File: config.mk
export PLATFORM = sky130hd
export DESIGN_NAME = branch_predictor
export DESIGN_NICKNAME = d
export VERILOG_FILES = /design/src/rtl/branch_predictor.sv
export SDC_FILE = /design/constraint.sdc
export NUM_CORES = 2
export LEC_CHECK = 0
export CORE_MARGIN = 1.5
export CORE_UTILIZATION = 50
export CTS_BUF_LIST = sky130_fd_sc_hd__clkbuf_4 sky130_fd_sc_hd__clkbuf_8 sky130_fd_sc_hd__clkbuf_16
export CTS_CLUSTER_DIAMETER = 60
export DETAILED_ROUTE_END_ITERATION = 10
export GPL_TIMING_DRIVEN = 0
export PLACE_DENSITY_LB_ADDON = 0.25
export SYNTH_ARGS = -nofsm -noshare
export SYNTH_HDL_FRONTEND = slang
export SYNTH_SLANG_ARGS = --single-unit
export TNS_END_PERCENT = 100
File: constraint.sdc
create_clock -name clk -period 12.8 [get_ports clk]
set_input_delay 2.56 -clock clk [delete_from_list [all_inputs] [get_ports clk]]
set_output_delay 2.56 -clock clk [all_outputs]
set_load 0.02 [all_outputs]
File: src/rtl/branch_predictor.sv
// branch_predictor: direct-mapped BTB with 2-bit counters, lookup/mispredict
// statistics, and an optional return address stack enabled by BP_RAS_EN.
// Lookup is combinational on if_pc; training happens at resolution time.
module branch_predictor #(
    parameter int ENTRIES   = 16,
    parameter int TAG_W     = 8,
    parameter int RAS_DEPTH = 4
) (
    input  logic        clk,
    input  logic        rst,
    input  logic        if_valid,
    input  logic [31:0] if_pc,
    output logic        pred_taken,
    output logic [31:0] pred_target,
    input  logic        upd_valid,
    input  logic [31:0] upd_pc,
    input  logic        upd_taken,
    input  logic [31:0] upd_target,
    input  logic [1:0]  upd_type,
    input  logic        upd_mispredict,
    output logic [31:0] stat_lookups,
    output logic [31:0] stat_mispredicts
);
    localparam int IDX_W = $clog2(ENTRIES);

    typedef struct packed {
        logic             valid;
        logic [TAG_W-1:0] tag;
        logic [31:0]      target;
        logic [1:0]       cnt;
        logic [1:0]       typ;
    } btb_entry_t;

    btb_entry_t btb [ENTRIES];

    logic [IDX_W-1:0] look_idx, upd_idx;
    logic [TAG_W-1:0] look_tag, upd_tag;
    btb_entry_t       look_e, upd_e, upd_next;
    logic             look_hit, upd_hit, upd_write;
    logic             ras_hit_ok;
    logic [31:0]      ras_top;

    assign look_idx = if_pc[IDX_W+1:2];
    assign look_tag = if_pc[IDX_W+TAG_W+1:IDX_W+2];
    assign upd_idx  = upd_pc[IDX_W+1:2];
    assign upd_tag  = upd_pc[IDX_W+TAG_W+1:IDX_W+2];
    assign look_e   = btb[look_idx];
    assign upd_e    = btb[upd_idx];
    assign look_hit = look_e.valid && (look_e.tag == look_tag);
    assign upd_hit  = upd_e.valid && (upd_e.tag == upd_tag);

    // Only the address bits that form index/tag are consumed by the BTB
    logic unused_bits;
    assign unused_bits = ^{if_pc, upd_pc, 1'(RAS_DEPTH)};

`ifdef BP_RAS_EN
    localparam int RP_W = (RAS_DEPTH > 1) ? $clog2(RAS_DEPTH) : 1;
    localparam int RC_W = $clog2(RAS_DEPTH + 1);

    logic [31:0]     ras [RAS_DEPTH];
    logic [RP_W-1:0] ras_ptr, ras_inc, ras_dec;
    logic [RC_W-1:0] ras_cnt;
    logic            ras_push, ras_pop;

    assign ras_inc  = (ras_ptr == RP_W'(RAS_DEPTH - 1)) ? '0 : ras_ptr + 1'b1;
    assign ras_dec  = (ras_ptr == '0) ? RP_W'(RAS_DEPTH - 1) : ras_ptr - 1'b1;
    assign ras_push = upd_valid && (upd_type == 2'b10);
    assign ras_pop  = upd_valid && (upd_type == 2'b11) && (ras_cnt != '0);
    assign ras_top  = ras[ras_ptr];
    assign ras_hit_ok = (ras_cnt != '0);

    // Return-address storage; a push when full simply overwrites the oldest slot
    always_ff @(posedge clk) begin
        if (ras_push) ras[ras_inc] <= upd_pc + 32'd4;
    end

    // Stack pointer and occupancy; count saturates at RAS_DEPTH
    always_ff @(posedge clk) begin
        if (!rst) begin
            ras_ptr <= '0;
            ras_cnt <= '0;
        end else if (ras_push) begin
            ras_ptr <= ras_inc;
            if (ras_cnt != RC_W'(RAS_DEPTH)) ras_cnt <= ras_cnt + 1'b1;
        end else if (ras_pop) begin
            ras_ptr <= ras_dec;
            ras_cnt <= ras_cnt - 1'b1;
        end
    end
`else
    assign ras_top    = '0;
    assign ras_hit_ok = 1'b0;
`endif

    // Combinational prediction; masked while reset is held so outputs are clean
    always_comb begin
        pred_taken  = rst && look_hit && ((look_e.typ != 2'b00) || look_e.cnt[1]);
        pred_target = if_pc + 32'd4;
        if (pred_taken) begin
            if ((look_e.typ == 2'b11) && ras_hit_ok) pred_target = ras_top;
            else                                    pred_target = look_e.target;
        end
    end

    // Next contents of the indexed entry for a resolved instruction
    always_comb begin
        upd_next  = upd_e;
        upd_write = 1'b0;
        if (upd_valid && upd_hit) begin
            upd_write       = 1'b1;
            upd_next.target = upd_target;
            upd_next.typ    = upd_type;
            if (upd_type != 2'b00)  upd_next.cnt = 2'b11;
            else if (upd_taken)     upd_next.cnt = (upd_e.cnt == 2'b11) ? 2'b11 : upd_e.cnt + 2'd1;
            else                    upd_next.cnt = (upd_e.cnt == 2'b00) ? 2'b00 : upd_e.cnt - 2'd1;
        end else if (upd_valid && upd_taken) begin
            upd_write       = 1'b1;
            upd_next.valid  = 1'b1;
            upd_next.tag    = upd_tag;
            upd_next.target = upd_target;
            upd_next.typ    = upd_type;
            upd_next.cnt    = (upd_type == 2'b00) ? 2'b10 : 2'b11;
        end
    end

    // BTB state; reset wins over a same-cycle update
    always_ff @(posedge clk) begin
        if (!rst) begin
            for (int i = 0; i < ENTRIES; i++) btb[i] <= '0;
        end else if (upd_write) begin
            btb[upd_idx] <= upd_next;
        end
    end

    // Saturating statistics counters
    always_ff @(posedge clk) begin
        if (!rst) begin
            stat_lookups     <= '0;
            stat_mispredicts <= '0;
        end else begin
            if (if_valid && (stat_lookups != '1))
                stat_lookups <= stat_lookups + 32'd1;
            if (upd_valid && upd_mispredict && (stat_mispredicts != '1))
                stat_mispredicts <= stat_mispredicts + 32'd1;
        end
    end
endmodule

==> qor.yml <==
endpoint: "pred_target[2]"
number_of_distinct_library_cell_variants_in_the_gate_level_netlist_after_synthesis: 58
mappedNetlistArea_um2: 36400
grt_overflow: 0
timing.max_cap.violations: 0
grt_util_all_layers_pct: 30.8
gp_congestion: 0.936
crit_path_start: "if_pc[3]"
crit_path_start_kind: "input port"
holdCritPathClass: "flop to flop"
synth_seq_area_share_pct: 62.9
chipHeight_um: 273
net_count_of_the_finished_layout: 3115
rsz0062_at_grt: "false"
crit_arrival_ns: 8.68
detail_route.first_pass.iterations: 6
netlist_top_cells_area: "sky130_fd_sc_hd__edfxtp_1, sky130_fd_sc_hd__mux4_2, sky130_fd_sc_hd__nor2_1"
initial_core_util_pct: 50.8
synth_cells: 2714
asyncSetResetFlopFracSynth_pct: 0
post-route-worst-setup-slack_ns: 1.56
cts.clk_slew.worst_paths_ns: 0.06
synth-main-ff-cell: "sky130_fd_sc_hd__edfxtp_1"
ioPinCount: 201
setup-violations-final: 0
count_of_buffers_added_by_post_cts_timing_repair_for_setup: 0
final_hold_viol_count: 0
portBuffers: 173
dpl.hpwl_um: 79200
layout_min_cycle_time_ns: 11.24
power.leakage_nw: 14.0
rr_worst_depth: 12
synth.avg_cell_area_um2: 13.4
via_count: 25500
finalClockSkew_ns: 0.0327
reg2reg_from: "btb[7][42]$_SDFFCE_PN0P_"
cp_data_required_time_ns: 10.24
first_global_vias: 25200
grt_pass1_wl_um: 165000
run_status: "complete, no violations"
layout-area-overhead-vs-synth_pct: 18.5
rows: 98
postLayoutCoreUtil_pct: 60.2
syn_nets: 2821
cts_htree_levels: 3
largest_net_degree_at_the_start_of_global_routing: 23
grt_antenna_before_repair: 1
dieArea_um2: 74500
timing.reg2reg.setup_slack_ns: 8.05
root_buffer: "sky130_fd_sc_hd__clkbuf_16"
cts.hold.buffers_added: 0
timing.slew.headroom_pct: 8.27
yosys_warnings: 0
final_min_period_over_clock_period_pct: 87.8
clk-insertion-delay-late_ns: 0.65
max_slew.worst_pin.slew_ns: 1.37
hold_slack_ns: 0.507
criticalPathCategory: "input port to primary output"
synth_largest_type_area_fraction_pct: 59.4
path_max_fanout: 10
cts.sinks: 784
drv_slew: 0
synth_top_area_cell: "sky130_fd_sc_hd__edfxtp_1"
tritoncts: "yes"
post_route_cells_drive_above_1_share_pct: 17.0
clock_buffer_count_from_cts: 82
totalWireLength_um: 114000
cts.repair.resized: 0
detail_route.wl_per_cell_um: 28.4
timing.rr.end: "btb[0][15]$_SDFFCE_PN0P_"
power-per-cell-area_nw_per_um2: 139
achievable-frequency_ghz: 0.0889
crit_path_end_kind: "primary output"
die_w_um: 273
dpl_worst_slack_ns: 1.82
power.ir.vdd_worst_v: 0.0000931
routed_via_density: 6.32
number_of_drc_violations_after_detailed_routing_iteration_0: 3631
core_area_um2: 71700
remaining_antenna_violation_count: 0
number_of_synthesized_flops_with_an_enable_pin: 720
clock_tree.buffer_depth: 3
drc: 0
ys_ff_latch: 784
[per-stage QoR]
step                      power, W  setup TNS, ns  cells  cell area (µm²)
after floorplan            0.00330              0   2714            36400
after global placement     0.00353        -691.82   3837            39300
after detailed placement   0.00356              0   3873            40300
after CTS                  0.00601              0   4026            43200
after global routing       0.00614              0   4027            43200
final                      0.00601              0   4029            43200
[logic make-up (layout without fill, tap and decap cells)]
logic type	Yosys count	count (layout)	synth area share, %
AOI/OAI and AO/OA	120	120	2.24
adders and majority gates	3	3	0.103
buffers and inverters	207	570	2.40
muxes	327	327	16.8
and+or+nand+nor	1177	1177	13.3
other	0	2	0
DFF	784	784	62.9
xor gates and xnor gates	96	96	2.31
[registers in the layout (all words and copies together), names as in the netlist]
| signal | flops |
|---|---|
| stat_lookups | 32 |
| btb | 720 |
| stat_mispredicts | 32 |
[worst min-delay path by stage]
stage / start / to / slack, ns / cells past startpoint
finish: stat_lookups[27]$_SDFFE_PN0P_ / stat_lookups[27]$_SDFFE_PN0P_ / 0.51 / 2
global route: stat_lookups[27]$_SDFFE_PN0P_ / stat_lookups[27]$_SDFFE_PN0P_ / 0.52 / 2
floorplan: stat_lookups[27]$_SDFFE_PN0P_ / stat_lookups[27]$_SDFFE_PN0P_ / 0.57 / 2
global placement: stat_mispredicts[10]$_SDFFE_PN0P_ / stat_mispredicts[10]$_SDFFE_PN0P_ / 0.49 / 2
CTS: stat_lookups[27]$_SDFFE_PN0P_ / stat_lookups[27]$_SDFFE_PN0P_ / 0.51 / 2
detailed placement: stat_lookups[27]$_SDFFE_PN0P_ / stat_lookups[27]$_SDFFE_PN0P_ / 0.50 / 2
[metal layers]
metal,up-vias,track usage [%],share of wire (%),wire (µm)
met5,-,0,0.0096,11
met4,2,14.1,5.2,5960
met3,382,7.12,12,13500
met2,1822,49.9,48,54700
met1,12700,39.5,35,40300
li1,10600,-,-,-
[area by class of cell]
class / count / area, µm²
fillers: 5507 / 28600
flip-flops and latches: 784 / 22900
multi-input cells: 1723 / 12800
repair buffers: 210 / 2560
clock buffers: 99 / 2250
well taps: 950 / 1190
plain buffers: 191 / 813
clock inverters: 54 / 563
inverters: 16 / 60.1
diodes: 2 / 5.00
[worst max-delay path: stages]
cell and delay, ns:
sky130_fd_sc_hd__clkdlybuf4s50_1 0.52, sky130_fd_sc_hd__buf_2 0.35, sky130_fd_sc_hd__buf_2 0.41, sky130_fd_sc_hd__buf_2 0.42, sky130_fd_sc_hd__mux4_2 0.37, sky130_fd_sc_hd__mux2i_1 0.21, sky130_fd_sc_hd__mux2i_1 0.21, sky130_fd_sc_hd__xnor2_1 0.39
sky130_fd_sc_hd__nor4b_1 0.28, sky130_fd_sc_hd__o2111ai_1 0.16, sky130_fd_sc_hd__nor3_2 1.05, sky130_fd_sc_hd__buf_2 0.50, sky130_fd_sc_hd__mux2i_1 0.53, sky130_fd_sc_hd__clkdlybuf4s50_1 0.71
[cell usage in the layout, fill, tap and decap left out, drive strengths merged, types with 6 or more instances in the layout]
cell           netlist  layout
a21oi               14      14
a22oi                6       6
and2                16      16
and3                26      26
and4                 9       9
buf                 70     107
bufinv               0      10
clkbuf             121     220
clkdlybuf4s50        0     173
clkinv               0      40
dfxtp               64      64
edfxtp             720     720
inv                 16      20
mux2                58      58
mux2i               47      47
mux4               222     222
nand2              209     209
nand3               43      43
nand4               26      26
nor2               798     798
nor2b                7       7
nor3                11      11
nor4                12      12
o211ai              11      11
o21ai               43      43
o311ai               8       8
o31ai               10      10
or3                  9       9
xnor2               56      56
xor2                40      40
[report_power, final]
group / switching, W / internal [W]
clock: 0.00104 / 0.00146
sequential: 0.0000376 / 0.00290
combinational: 0.000340 / 0.000231
[Yosys cell counts, types with 10 or more instances]
cell                         n
sky130_fd_sc_hd__a21oi_1    14
sky130_fd_sc_hd__and2_1     15
sky130_fd_sc_hd__and3_1     26
sky130_fd_sc_hd__buf_1      22
sky130_fd_sc_hd__buf_2      38
sky130_fd_sc_hd__clkbuf_1  121
sky130_fd_sc_hd__dfxtp_1    64
sky130_fd_sc_hd__edfxtp_1  720
sky130_fd_sc_hd__inv_1      16
sky130_fd_sc_hd__mux2_2     54
sky130_fd_sc_hd__mux2i_1    47
sky130_fd_sc_hd__mux4_2    222
sky130_fd_sc_hd__nand2_1   209
sky130_fd_sc_hd__nand3_1    43
sky130_fd_sc_hd__nand4_1    26
sky130_fd_sc_hd__nor2_1    798
sky130_fd_sc_hd__nor3_1     10
sky130_fd_sc_hd__nor4_1     11
sky130_fd_sc_hd__o211ai_1   11
sky130_fd_sc_hd__o21ai_0    38
sky130_fd_sc_hd__o31ai_1    10
sky130_fd_sc_hd__xnor2_1    56
sky130_fd_sc_hd__xor2_1     40
Power figures use the tool's default switching activity.
